<file path="src/rtl/apb_regs_slave_if.sv">
// ---------------------------------------------------------------------------
// apb_regs_slave_if
// APB3 bus bundle between a requester (bridge side) and the register block.
//
// Signals:
//   psel     select, driven by the master
//   penable  access-phase marker, driven by the master
//   pwrite   1 = write, 0 = read, driven by the master
//   paddr    byte address, driven by the master
//   pwdata   write data, driven by the master
//   prdata   read data, driven by the completer
//   pready   transfer complete, driven by the completer
//   pslverr  error response, driven by the completer
// ---------------------------------------------------------------------------
interface apb_regs_slave_if #(
    parameter int ADDR_WIDTH = 12
);
    logic                  psel;
    logic                  penable;
    logic                  pwrite;
    logic [ADDR_WIDTH-1:0] paddr;
    logic [31:0]           pwdata;
    logic [31:0]           prdata;
    logic                  pready;
    logic                  pslverr;

    modport master (
        output psel, penable, pwrite, paddr, pwdata,
        input  prdata, pready, pslverr
    );

    modport slave (
        input  psel, penable, pwrite, paddr, pwdata,
        output prdata, pready, pslverr
    );
endinterface

</file>
<file path="src/rtl/apb_regs_slave.sv">
// ---------------------------------------------------------------------------
// apb_regs_slave
// APB3 completer exposing NUM_REGS read/write 32-bit control registers plus
// one read-only status word placed at the index right after them. Every
// access phase is stretched by WAIT_CYCLES pready-low cycles; unmapped
// accesses and writes to the status word answer with pslverr.
//
// Ports:
//   clk         clock, rising edge
//   rstn        asynchronous active-low reset
//   apb         APB3 bus (slave modport)
//   regs_o      flattened RW registers, reg i at [32*i+31:32*i]
//   wr_pulse_o  one-cycle strobe per register after a committed write
//   status_i    read-only status word
// ---------------------------------------------------------------------------
module apb_regs_slave #(
    parameter int          NUM_REGS    = 8,
    parameter int          ADDR_WIDTH  = 12,
    parameter int          WAIT_CYCLES = 0,
    parameter logic [31:0] RESET_VAL   = 32'h0
) (
    input  logic                     clk,
    input  logic                     rstn,
    apb_regs_slave_if.slave          apb,
    output logic [32*NUM_REGS-1:0]   regs_o,
    output logic [NUM_REGS-1:0]      wr_pulse_o,
    input  logic [31:0]              status_i
);

    localparam int         IDX_W     = ADDR_WIDTH - 2;
    localparam logic [3:0] WAIT_LOAD = 4'(WAIT_CYCLES);

    localparam logic [1:0] ST_IDLE = 2'd0;
    localparam logic [1:0] ST_WAIT = 2'd1;
    localparam logic [1:0] ST_ACK  = 2'd2;

    logic [1:0]       state;
    logic [3:0]       wait_cnt;
    logic [31:0]      regs [NUM_REGS];

    logic [IDX_W-1:0] idx;
    logic [31:0]      idx_ext;
    logic             is_reg;
    logic             is_status;
    logic             is_unmapped;
    logic             ack;
    logic             commit;
    logic [31:0]      rd_mux;

    // Word index; widened so comparisons against NUM_REGS are width-clean.
    assign idx         = apb.paddr[ADDR_WIDTH-1:2];
    assign idx_ext     = 32'(idx);
    assign is_reg      = idx_ext <  32'(NUM_REGS);
    assign is_status   = idx_ext == 32'(NUM_REGS);
    assign is_unmapped = idx_ext >  32'(NUM_REGS);

    // A completion is only signalled while the master still holds the
    // access phase; a dropped psel in ACK silently ends the transfer.
    assign ack         = (state == ST_ACK) && apb.psel && apb.penable;
    assign commit      = ack && apb.pwrite && is_reg;

    assign apb.pready  = ack;
    assign apb.pslverr = ack && (is_unmapped || (is_status && apb.pwrite));
    assign apb.prdata  = ack ? rd_mux : 32'h0;

    // NOTE: every signal assigned in always_comb gets a default first so no
    // path leaves it unassigned, which would otherwise infer a latch.
    always_comb begin
        rd_mux = 32'h0;
        for (int i = 0; i < NUM_REGS; i++) begin
            if (idx_ext == 32'(i)) rd_mux = regs[i];
        end
        if (is_status) rd_mux = status_i;
    end

    // NOTE: sequential state uses non-blocking assignments so every flop
    // samples pre-edge values regardless of statement order.
    always_ff @(posedge clk or negedge rstn) begin
        if (!rstn) begin
            state    <= ST_IDLE;
            wait_cnt <= 4'd0;
        end else begin
            case (state)
                ST_IDLE: begin
                    // Only a genuine setup phase starts a transfer; a lone
                    // penable without the setup cycle is ignored.
                    if (apb.psel && !apb.penable) begin
                        wait_cnt <= WAIT_LOAD;
                        state    <= (WAIT_CYCLES == 0) ? ST_ACK : ST_WAIT;
                    end
                end
                ST_WAIT: begin
                    if (!apb.psel) begin
                        state    <= ST_IDLE;
                        wait_cnt <= 4'd0;
                    end else if (wait_cnt == 4'd1) begin
                        state    <= ST_ACK;
                        wait_cnt <= 4'd0;
                    end else begin
                        wait_cnt <= wait_cnt - 4'd1;
                    end
                end
                ST_ACK:  state <= ST_IDLE;
                default: state <= ST_IDLE;
            endcase
        end
    end

    // NOTE: the register file is built from flops, not RAM, so each entry is
    // reset explicitly to RESET_VAL.
    always_ff @(posedge clk or negedge rstn) begin
        if (!rstn) begin
            for (int i = 0; i < NUM_REGS; i++) regs[i] <= RESET_VAL;
            wr_pulse_o <= '0;
        end else begin
            for (int i = 0; i < NUM_REGS; i++) begin
                wr_pulse_o[i] <= commit && (idx_ext == 32'(i));
                if (commit && (idx_ext == 32'(i))) regs[i] <= apb.pwdata;
            end
        end
    end

    for (genvar g = 0; g < NUM_REGS; g++) begin : g_flat
        assign regs_o[32*g +: 32] = regs[g];
    end

endmodule

</file>
<file path="src/flat_wrapper.sv">
// flat-port wrapper written by rule: the top's interface ports become plain ports
module apb_regs_slave_flat 
#(
    parameter int          NUM_REGS    = 8,
    parameter int          ADDR_WIDTH  = 12,
    parameter int          WAIT_CYCLES = 0,
    parameter logic [31:0] RESET_VAL   = 32'h0
)
  (clk, rstn, regs_o, wr_pulse_o, status_i, apb_psel, apb_penable, apb_pwrite, apb_paddr, apb_pwdata, apb_prdata, apb_pready, apb_pslverr);
  apb_regs_slave_if #(.ADDR_WIDTH(ADDR_WIDTH)) apb_i ();
  input  logic clk;
  input  logic rstn;
  output logic [32*NUM_REGS-1:0] regs_o;
  output logic [NUM_REGS-1:0] wr_pulse_o;
  input  logic [31:0] status_i;
  input wire logic [$bits(apb_i.psel)-1:0] apb_psel;
  input wire logic [$bits(apb_i.penable)-1:0] apb_penable;
  input wire logic [$bits(apb_i.pwrite)-1:0] apb_pwrite;
  input wire logic [$bits(apb_i.paddr)-1:0] apb_paddr;
  input wire logic [$bits(apb_i.pwdata)-1:0] apb_pwdata;
  output wire logic [$bits(apb_i.prdata)-1:0] apb_prdata;
  output wire logic [$bits(apb_i.pready)-1:0] apb_pready;
  output wire logic [$bits(apb_i.pslverr)-1:0] apb_pslverr;
  assign apb_i.psel = apb_psel;
  assign apb_i.penable = apb_penable;
  assign apb_i.pwrite = apb_pwrite;
  assign apb_i.paddr = apb_paddr;
  assign apb_i.pwdata = apb_pwdata;
  assign apb_prdata = apb_i.prdata;
  assign apb_pready = apb_i.pready;
  assign apb_pslverr = apb_i.pslverr;
  apb_regs_slave #(.NUM_REGS(NUM_REGS), .ADDR_WIDTH(ADDR_WIDTH), .WAIT_CYCLES(WAIT_CYCLES), .RESET_VAL(RESET_VAL)) u_core (.clk(clk), .rstn(rstn), .apb(apb_i), .regs_o(regs_o), .wr_pulse_o(wr_pulse_o), .status_i(status_i));
endmodule
</file>
<file path="config.mk">
export PLATFORM = sky130hd
export DESIGN_NAME = apb_regs_slave_flat
export DESIGN_NICKNAME = d
export VERILOG_FILES = /design/src/rtl/apb_regs_slave_if.sv /design/src/rtl/apb_regs_slave.sv /design/src/flat_wrapper.sv
export SDC_FILE = /design/constraint.sdc
export NUM_CORES = 1
export LEC_CHECK = 0
export CORE_MARGIN = 4
export CORE_UTILIZATION = 52
export CTS_CLUSTER_SIZE = 25
export DETAILED_ROUTE_END_ITERATION = 12
export PLACE_DENSITY = 0.88
export SLEW_MARGIN = 30
export SYNTH_ARGS = -nofsm -noshare
export SYNTH_HDL_FRONTEND = slang
export SYNTH_SLANG_ARGS = --single-unit
export TNS_END_PERCENT = 10
</file>
<file path="constraint.sdc">
create_clock -name clk -period 7.3 [get_ports clk]
set_clock_uncertainty 0.05 [all_clocks]
set_input_delay 1.46 -clock clk [delete_from_list [all_inputs] [get_ports clk]]
set_output_delay 1.46 -clock clk [all_outputs]
set_load 0.01 [all_outputs]
</file>
==> impl_summary.txt, run 1 <==
----------------------------------------------------
[Run status]
  Result of the run ... finished clean

[Timing]
  Achievable Freq ... 155 MHz
  Relative slew slack ... 28.8%
  Unrepaired setup endpoints after global routing ... no
  Final count of hold timing violations ... 0
  Final period demand of the worst path ... roughly 6400 ps
  Portion of the clock cycle consumed by the worst path in the final layout ... between 80% and 90%
  # setup viols final ... 0
  Count of pins over their slew limit ... 0
  Sum Neg Setup Slack ... 0 ps
  Pin slew with the least headroom to its limit ... between 1000 and 1500 ps

[Route]
  Total vias in the final route ... 11100
  Number of nets with antenna violations after detailed routing ... 0
  Final routed wirelength across all metal layers ... between 40 and 50 mm
  Wire length per cell after detailed routing ... 27.1 um
  First-pass DRT Iterations ... 6
  Detailed router's first-iteration violation count ... 983
  Routed vias/inst ... 6.34
  DRC violations left ... 0

[Clocking]
  Number of setup buffers added after CTS ... 0
  Post-CTS sizing ... 0
  Total clock buffers created by CTS ... 28
  Worst-skew pair later-pin latency ... 540 ps
  Clock Tree Buf Depth ... 3
  Sinks on the clock net ... 265
  Root buffer selected by CTS ... sky130_fd_sc_hd__clkbuf_16
  Clock H-tree levels ... 1
  Clock edge transition at the registers on the reported setup and hold paths ... 60 ps
  TritonCTS clock tree ... built
  CTS Hold Buffers Added ... 0

[Synthesis]
  Post-Syn Instances ... 1055
  Syn_area_per_cell ... roughly 12 sq um
  Register area share after synthesis ... 52.0%
  Number of nets produced by synthesis ... between 1000 and 1500
  Fraction of registers with async set or reset after synthesis ... 100%
  Yosys warns ... 0
  Number of synthesized flops with an enable pin ... 0
  Distinct cells, synth ... 53
  Synth Cell Area ... 0.0128 sq mm
  Count of state elements after synthesis ... 265
  Ys flop type ... sky130_fd_sc_hd__dfrtp_1

[Worst setup path]
  Signal arrival time at the worst endpoint ... 4930 ps
  Category of the worst setup path capture point ... output port
  Classification of the worst setup path ... input port to output port
  Timing startpoint of the critical path ... apb_paddr[4]
  Register-to-register setup slack ... between 3000 and 4000 ps
  Crit path required time ... slightly below 6000 ps
  Maximum net fanout on the critical path ... 31
  Startpoint Class ... input port
  Startpoint of the worst register-to-register path ... u_core.state[1]
  Capture point of the worst path ... apb_prdata[5]
  Reg2Reg Capture Point ... u_core.regs_o[193]
  R2R depth ... 6

[Floorplan]
  Die boundary width ... 165 um
  Effective utilization at floorplan ... between 50% and 60%
  # rows ... 57
  I/O pin cnt ... 379
  Core Box Area ... 0.0242 sq mm
  Full die area ... ~0.027 sq mm
  DIE HEIGHT ... ~160 um

[Power]
  Cell internal pwr ... 2.53 mW
  Sequential share of power ... 45.3%
  Net switching power of the design ... between 0.7 and 0.8 mW
  Ratio of total power to cell area ... 182 mW/mm^2
  Worst-case vdd ir drop ... 0.000143 V
  Leak pwr ... 7.94 nW
  Share of total power consumed by net switching ... 21.9%
  Share of total power in the clock network ... 49.4%
  Share of power burned in combinational logic ... 5.3%

[Cells and area]
  Share of cells above drive strength 1 ... 25.4%
  Net total in the final layout ... ~1500
  Commonest cells after routing, fill and taps aside ... 373 x sky130_fd_sc_hd__clkdlybuf4s50_1, 265 x sky130_fd_sc_hd__dfrtp_1, 248 x sky130_fd_sc_hd__mux2_2, 79 x sky130_fd_sc_hd__nand3_1, 56 x sky130_fd_sc_hd__o21ai_0
  Most common cell after layout, fill and taps aside ... sky130_fd_sc_hd__clkdlybuf4s50_1
  Area of all sequential standard cells ... 0.00663 sq mm
  Synth-to-layout area growth ... 39.9%
  Multi-input gate area ... 0.00574 sq mm
  Final core utilization ... 73.6%
  Final-layout fill cell count ... 1617

[Placed design]
  Post-DP HPWL ... 30.4 mm
  PortBufs ... 376
  Final RePlAce weighted congestion ... 0.868

[Worst hold path]
  Hold WC Path Type ... flop to flop
  Min-Delay Path Depth ... 1

[Global routing]
  Total global routing overflow ... 0
  Overall routing resource usage ... 33.6%
  Number of antenna violations at the first check in global routing ... 1
  Maximum number of pins on one net before global-route repair ... 147
  Via count of the first global-routing pass ... about 11000
  Wire length of the first global-routing pass ... 68.9 mm

[Flow run]
  Max-cap viol count ... 0

----------------------------------------------------
## worst max-delay path, stage by stage
cell and delay [ps]:
sky130_fd_sc_hd__clkdlybuf4s50_1 660, sky130_fd_sc_hd__or4b_4 770, sky130_fd_sc_hd__nor2_2 800, sky130_fd_sc_hd__buf_4 290
sky130_fd_sc_hd__a21oi_1 80, sky130_fd_sc_hd__o21ai_0 260, sky130_fd_sc_hd__clkdlybuf4s50_1 590
## cells in the mapped netlist, types with 10 or more instances
cell type	n	area, sq um
sky130_fd_sc_hd__o21ai_0	56	280
sky130_fd_sc_hd__o21a_1	17	128
sky130_fd_sc_hd__nand2_1	48	180
sky130_fd_sc_hd__a21oi_1	54	270
sky130_fd_sc_hd__nor2_1	29	109
sky130_fd_sc_hd__mux2i_1	10	100
sky130_fd_sc_hd__a41oi_1	15	131
sky130_fd_sc_hd__mux2_1	10	113
sky130_fd_sc_hd__dfrtp_1	265	6630
sky130_fd_sc_hd__nand3_1	79	395
sky130_fd_sc_hd__clkbuf_1	33	124
sky130_fd_sc_hd__buf_2	25	125
sky130_fd_sc_hd__o22ai_1	12	75.1
sky130_fd_sc_hd__mux2_2	248	2790
sky130_fd_sc_hd__nand2b_1	18	113
sky130_fd_sc_hd__a22oi_1	33	248
## stage by stage
step | area (sq um) | setup WS [ps] | total power [mW] | instances | hold slack, ps
finish | 17800 | 859 | 3.24 | 1752 | 388
global route | 17800 | 804 | 3.32 | 1752 | 407
CTS | 17800 | 939 | 3.24 | 1750 | 388
detailed placement | 16800 | 934 | 1.66 | 1700 | 380
global placement | 16700 | 1040 | 1.66 | 1699 | 372
floorplan | 12800 | 2750 | 1.54 | 1055 | 357
## flip-flops by register name (all words and copies together) (netlist names)
register	flops
u_core.wr_pulse_o	8
u_core.regs_o	256
u_core.state	1
## final cells by class
cell class	count	share of cell area, %
diodes	1	0.0140
clock buffers	39	4.67
clock inverters	11	1.19
inverters	8	0.168
multi-input cells	702	32.2
flip-flops and latches	265	37.2
well taps	324	2.27
repair buffers	402	22.3
## logic make-up after synthesis
kind of cell | count (synthesis) | synth area share, %
mux | 279 | 25.3
flops | 265 | 52.0
compound gates | 212 | 10.5
buf+inv | 88 | 3.41
simple gates | 211 | 8.77
## routing by layer
layer  track usage (%)  vias up  share of wire (%)
met1              40.5     5582                 35
met4              15.2        0                5.1
met3              8.46      185                 11
met5                 0        -                  0
met2              57.0      737                 49
li1                  -     4602                  -
## worst min-delay path by stage
stage,slack (ps),to,startpoint
after floorplan,360,u_core.state[1],u_core.state[1]
after global placement,370,u_core.state[1],u_core.state[1]
after detailed placement,380,u_core.state[1],u_core.state[1]
after CTS,390,u_core.state[1],u_core.state[1]
after global routing,410,u_core.state[1],u_core.state[1]
final,390,u_core.state[1],u_core.state[1]
## power by group through the flow
| stage | Clock, mW | Combinational [mW] | Sequential [mW] |
|---|---|---|---|
| 5_1_grt | 1.67 | 0.182 | 1.47 |
| 6_report | 1.60 | 0.171 | 1.47 |
| 2_1_floorplan | 0 | 0.0467 | 1.50 |
| 3_3_place_gp | 0 | 0.164 | 1.50 |
| 4_1_cts | 1.61 | 0.168 | 1.47 |
| 3_5_place_dp | 0 | 0.166 | 1.50 |
No activity file was read; power rests on OpenSTA's default activity.
==> inputs of run 2 (changes only) <==
Settings changed: PLACE_DENSITY 0.88 to 0.94.
==> run 2 against run 1 <==
  * Cell area shrank 0.67%
  * Critical path depth increased by 2
  * Worst setup slack improved by 1.8 ps
  * Critical path type unchanged
  * Highest routed layer unchanged
==> impl_summary.txt, run 2 (synthesized netlist as in run 1, its figures left out) <==
----------------------------------------------------
[Route]
  First-pass DRT Iterations ... 5 (-1)
  Number of nets with antenna violations after detailed routing ... 0 (unchanged)
  Total vias in the final route ... 11200 (+1.2%)
  DRC violations left ... 0 (unchanged)
  Final routed wirelength across all metal layers ... 48.7 mm (+2.7%)
  Detailed router's first-iteration violation count ... 1020 (+3.8%)
  Routed vias/inst ... 6.43 (+1.5%)
  Wire length per cell after detailed routing ... 27.9 um (+2.9%)

[Worst hold path]
  Worst Min Path Start ... u_core.state[1]
  Hold WC Path Type ... flop to flop

[Timing]
  Final period demand of the worst path ... 6440 ps (-1.78 ps)
  Relative slew slack ... 26.9% (-1.8 points)
  Count of pins over their slew limit ... 0 (unchanged)
  Portion of the clock cycle consumed by the worst path in the final layout ... 88.2% (about the same)
  Pin slew with the least headroom to its limit ... 1090 ps (+25.1 ps)
  Achievable Freq ... 155 MHz (about the same)
  Worst hold margin ... 392 ps (+3.46 ps)
  # setup viols final ... 0 (unchanged)
  Sum Neg Setup Slack ... 0 ps (unchanged)
  Final count of hold timing violations ... 0 (unchanged)
  Unrepaired setup endpoints after global routing ... no

[Worst setup path]
  Classification of the worst setup path ... input port to output port
  Slowest cell on the critical path ... sky130_fd_sc_hd__nor2_4
  CP bufs+invs ... 4 (+1)
  Crit path top cell by count ... sky130_fd_sc_hd__clkdlybuf4s50_1
  Signal arrival time at the worst endpoint ... 4930 ps (about the same)
  Timing startpoint of the critical path ... apb_paddr[7]
  Sequence of cells on the critical path ... clkdlybuf4s50_1 > nor4_4 > buf_12 > nand3_1 > buf_4 > nor2_4 > a22oi_1 > o21ai_0 > clkdlybuf4s50_1
  Startpoint Class ... input port
  Startpoint of the worst register-to-register path ... u_core.state[1]
  Category of the worst setup path capture point ... output port
  Maximum net fanout on the critical path ... 94 (+200%)
  Crit path required time ... 5790 ps (about the same)
  Crit-path leading delay family ... buffers and inverters
  Highest cell delay on the worst timing path ... 740 ps (-60 ps)

[Power]
  Net switching power of the design ... 0.716 mW (+0.82%)
  Share of power burned in combinational logic ... 5.6% (+0.3 points)
  Post-route total power ... 3.09 mW (-4.6%)
  Cell internal pwr ... 2.38 mW (-6.1%)
  Share of total power in the clock network ... 46.9% (-2.5 points)
  Ratio of total power to cell area ... 174 mW/mm^2 (-3.9%)
  Leak pwr ... 7.88 nW (-0.85%)
  Worst-case vdd ir drop ... 0.000153 V (+6.8%)
  Sequential share of power ... 47.5% (+2.2 points)
  Share of total power consumed by net switching ... 23.1% (+1.2 points)

[Global routing]
  Maximum number of pins on one net before global-route repair ... 135 (-8.2%)
  Number of antenna violations at the first check in global routing ... 1 (unchanged)
  Overall routing resource usage ... 34.9% (+1.3 points)
  Total global routing overflow ... 0 (unchanged)
  Via count of the first global-routing pass ... 11800 (+3.7%)
  Wire length of the first global-routing pass ... 71.4 mm (+3.8%)

[Clocking]
  Clock Tree Buf Depth ... 3 (unchanged)
  CTS Hold Buffers Added ... 0 (unchanged)
  Clock H-tree levels ... 1 (unchanged)
  Sinks on the clock net ... 265 (unchanged)
  Total clock buffers created by CTS ... 28 (unchanged)
  Root buffer selected by CTS ... sky130_fd_sc_hd__clkbuf_16
  Clock edge transition at the registers on the reported setup and hold paths ... 60 ps (about the same)
  TritonCTS clock tree ... built
  Number of setup buffers added after CTS ... 0 (unchanged)
  Post-CTS sizing ... 0 (unchanged)
  Worst-skew pair later-pin latency ... 540 ps (about the same)

[Floorplan]
  # rows ... 57 (unchanged)
  Full die area ... 0.0271 sq mm (unchanged)
  DIE HEIGHT ... 165 um (unchanged)
  I/O pin cnt ... 379 (unchanged)
  Core Box Area ... 0.0242 sq mm (unchanged)
  Effective utilization at floorplan ... 52.6% (unchanged)
  Die boundary width ... 165 um (unchanged)

[Run status]
  Result of the run ... finished clean

[Cells and area]
  Share of cells above drive strength 1 ... 24.9% (-0.47 points)
  Commonest cells after routing, fill and taps aside ... 373 x sky130_fd_sc_hd__clkdlybuf4s50_1, 265 x sky130_fd_sc_hd__dfrtp_1, 248 x sky130_fd_sc_hd__mux2_2, 79 x sky130_fd_sc_hd__nand3_1, 56 x sky130_fd_sc_hd__o21ai_0
  Final-layout fill cell count ... 1534 (-5.1%)
  Net total in the final layout ... 1482 (-0.40%)
  Most common cell after layout, fill and taps aside ... sky130_fd_sc_hd__clkdlybuf4s50_1
  Flip-flop count of the largest register, all copies and words added ... 256 (unchanged)
  Synth-to-layout area growth ... 39.0%

[Flow run]
  Max-cap viol count ... 0 (unchanged)

[Placed design]
  Final RePlAce weighted congestion ... 0.876 (+0.91%)
  PortBufs ... 376 (unchanged)
  Post-DP HPWL ... 30.4 mm (about the same)

----------------------------------------------------
run 2: path summary, 6_finish.rpt:
kind / end / slack, ps / cells past startpoint
hold / removal: u_core.state[1] / 390 / 1
setup reg to reg: u_core.regs_o[20] / 3830 / 7
setup / recovery: apb_prdata[31] / 860 / 9
min in group asynchronous: u_core.regs_o[255] / 780 / 1
max in group asynchronous: u_core.regs_o[106] / 4880 / 3
hold reg to reg: u_core.state[1] / 390 / 1
run 2: final cells by class:
class,count,area (sq um),area share [%]
flip-flops and latches,265,6630,37.4
multi-input cells,702,5760,32.5
repair buffers,396,3960,22.3
clock buffers,43,827,4.67
well taps,324,405,2.29
clock inverters,8,106,0.600
inverters,8,30.0,0.169
diodes,2,5.00,0.0282
run 2: routing by layer:
layer	track usage (%)	vias to the layer above	part of all wire, %
met4	18.3	0	6.0
met2	58.6	811	49
li1	-	4600	-
met5	0	-	0
met3	9.21	219	10
met1	41.0	5613	35
run 2: power by group through the flow:
stage | sequential (mW) | clock [mW] | combinational, mW
floorplan | 1.50 | 0 | 0.0467
global placement | 1.50 | 0 | 0.163
detailed placement | 1.50 | 0 | 0.166
CTS | 1.47 | 1.45 | 0.169
global route | 1.47 | 1.52 | 0.183
finish | 1.47 | 1.45 | 0.173
run 2: stage by stage:
stage | cell area, sq um | setup WS, ps | cells | util (%)
final | 17700 | 860 | 1748 | 73.1
after global routing | 17700 | 753 | 1748 | 73.1
after CTS | 17700 | 691 | 1745 | 72.9
after detailed placement | 16700 | 790 | 1694 | 69.1
after global placement | 16700 | 920 | 1693 | 69.0
after floorplan | 12800 | 2750 | 1055 | -
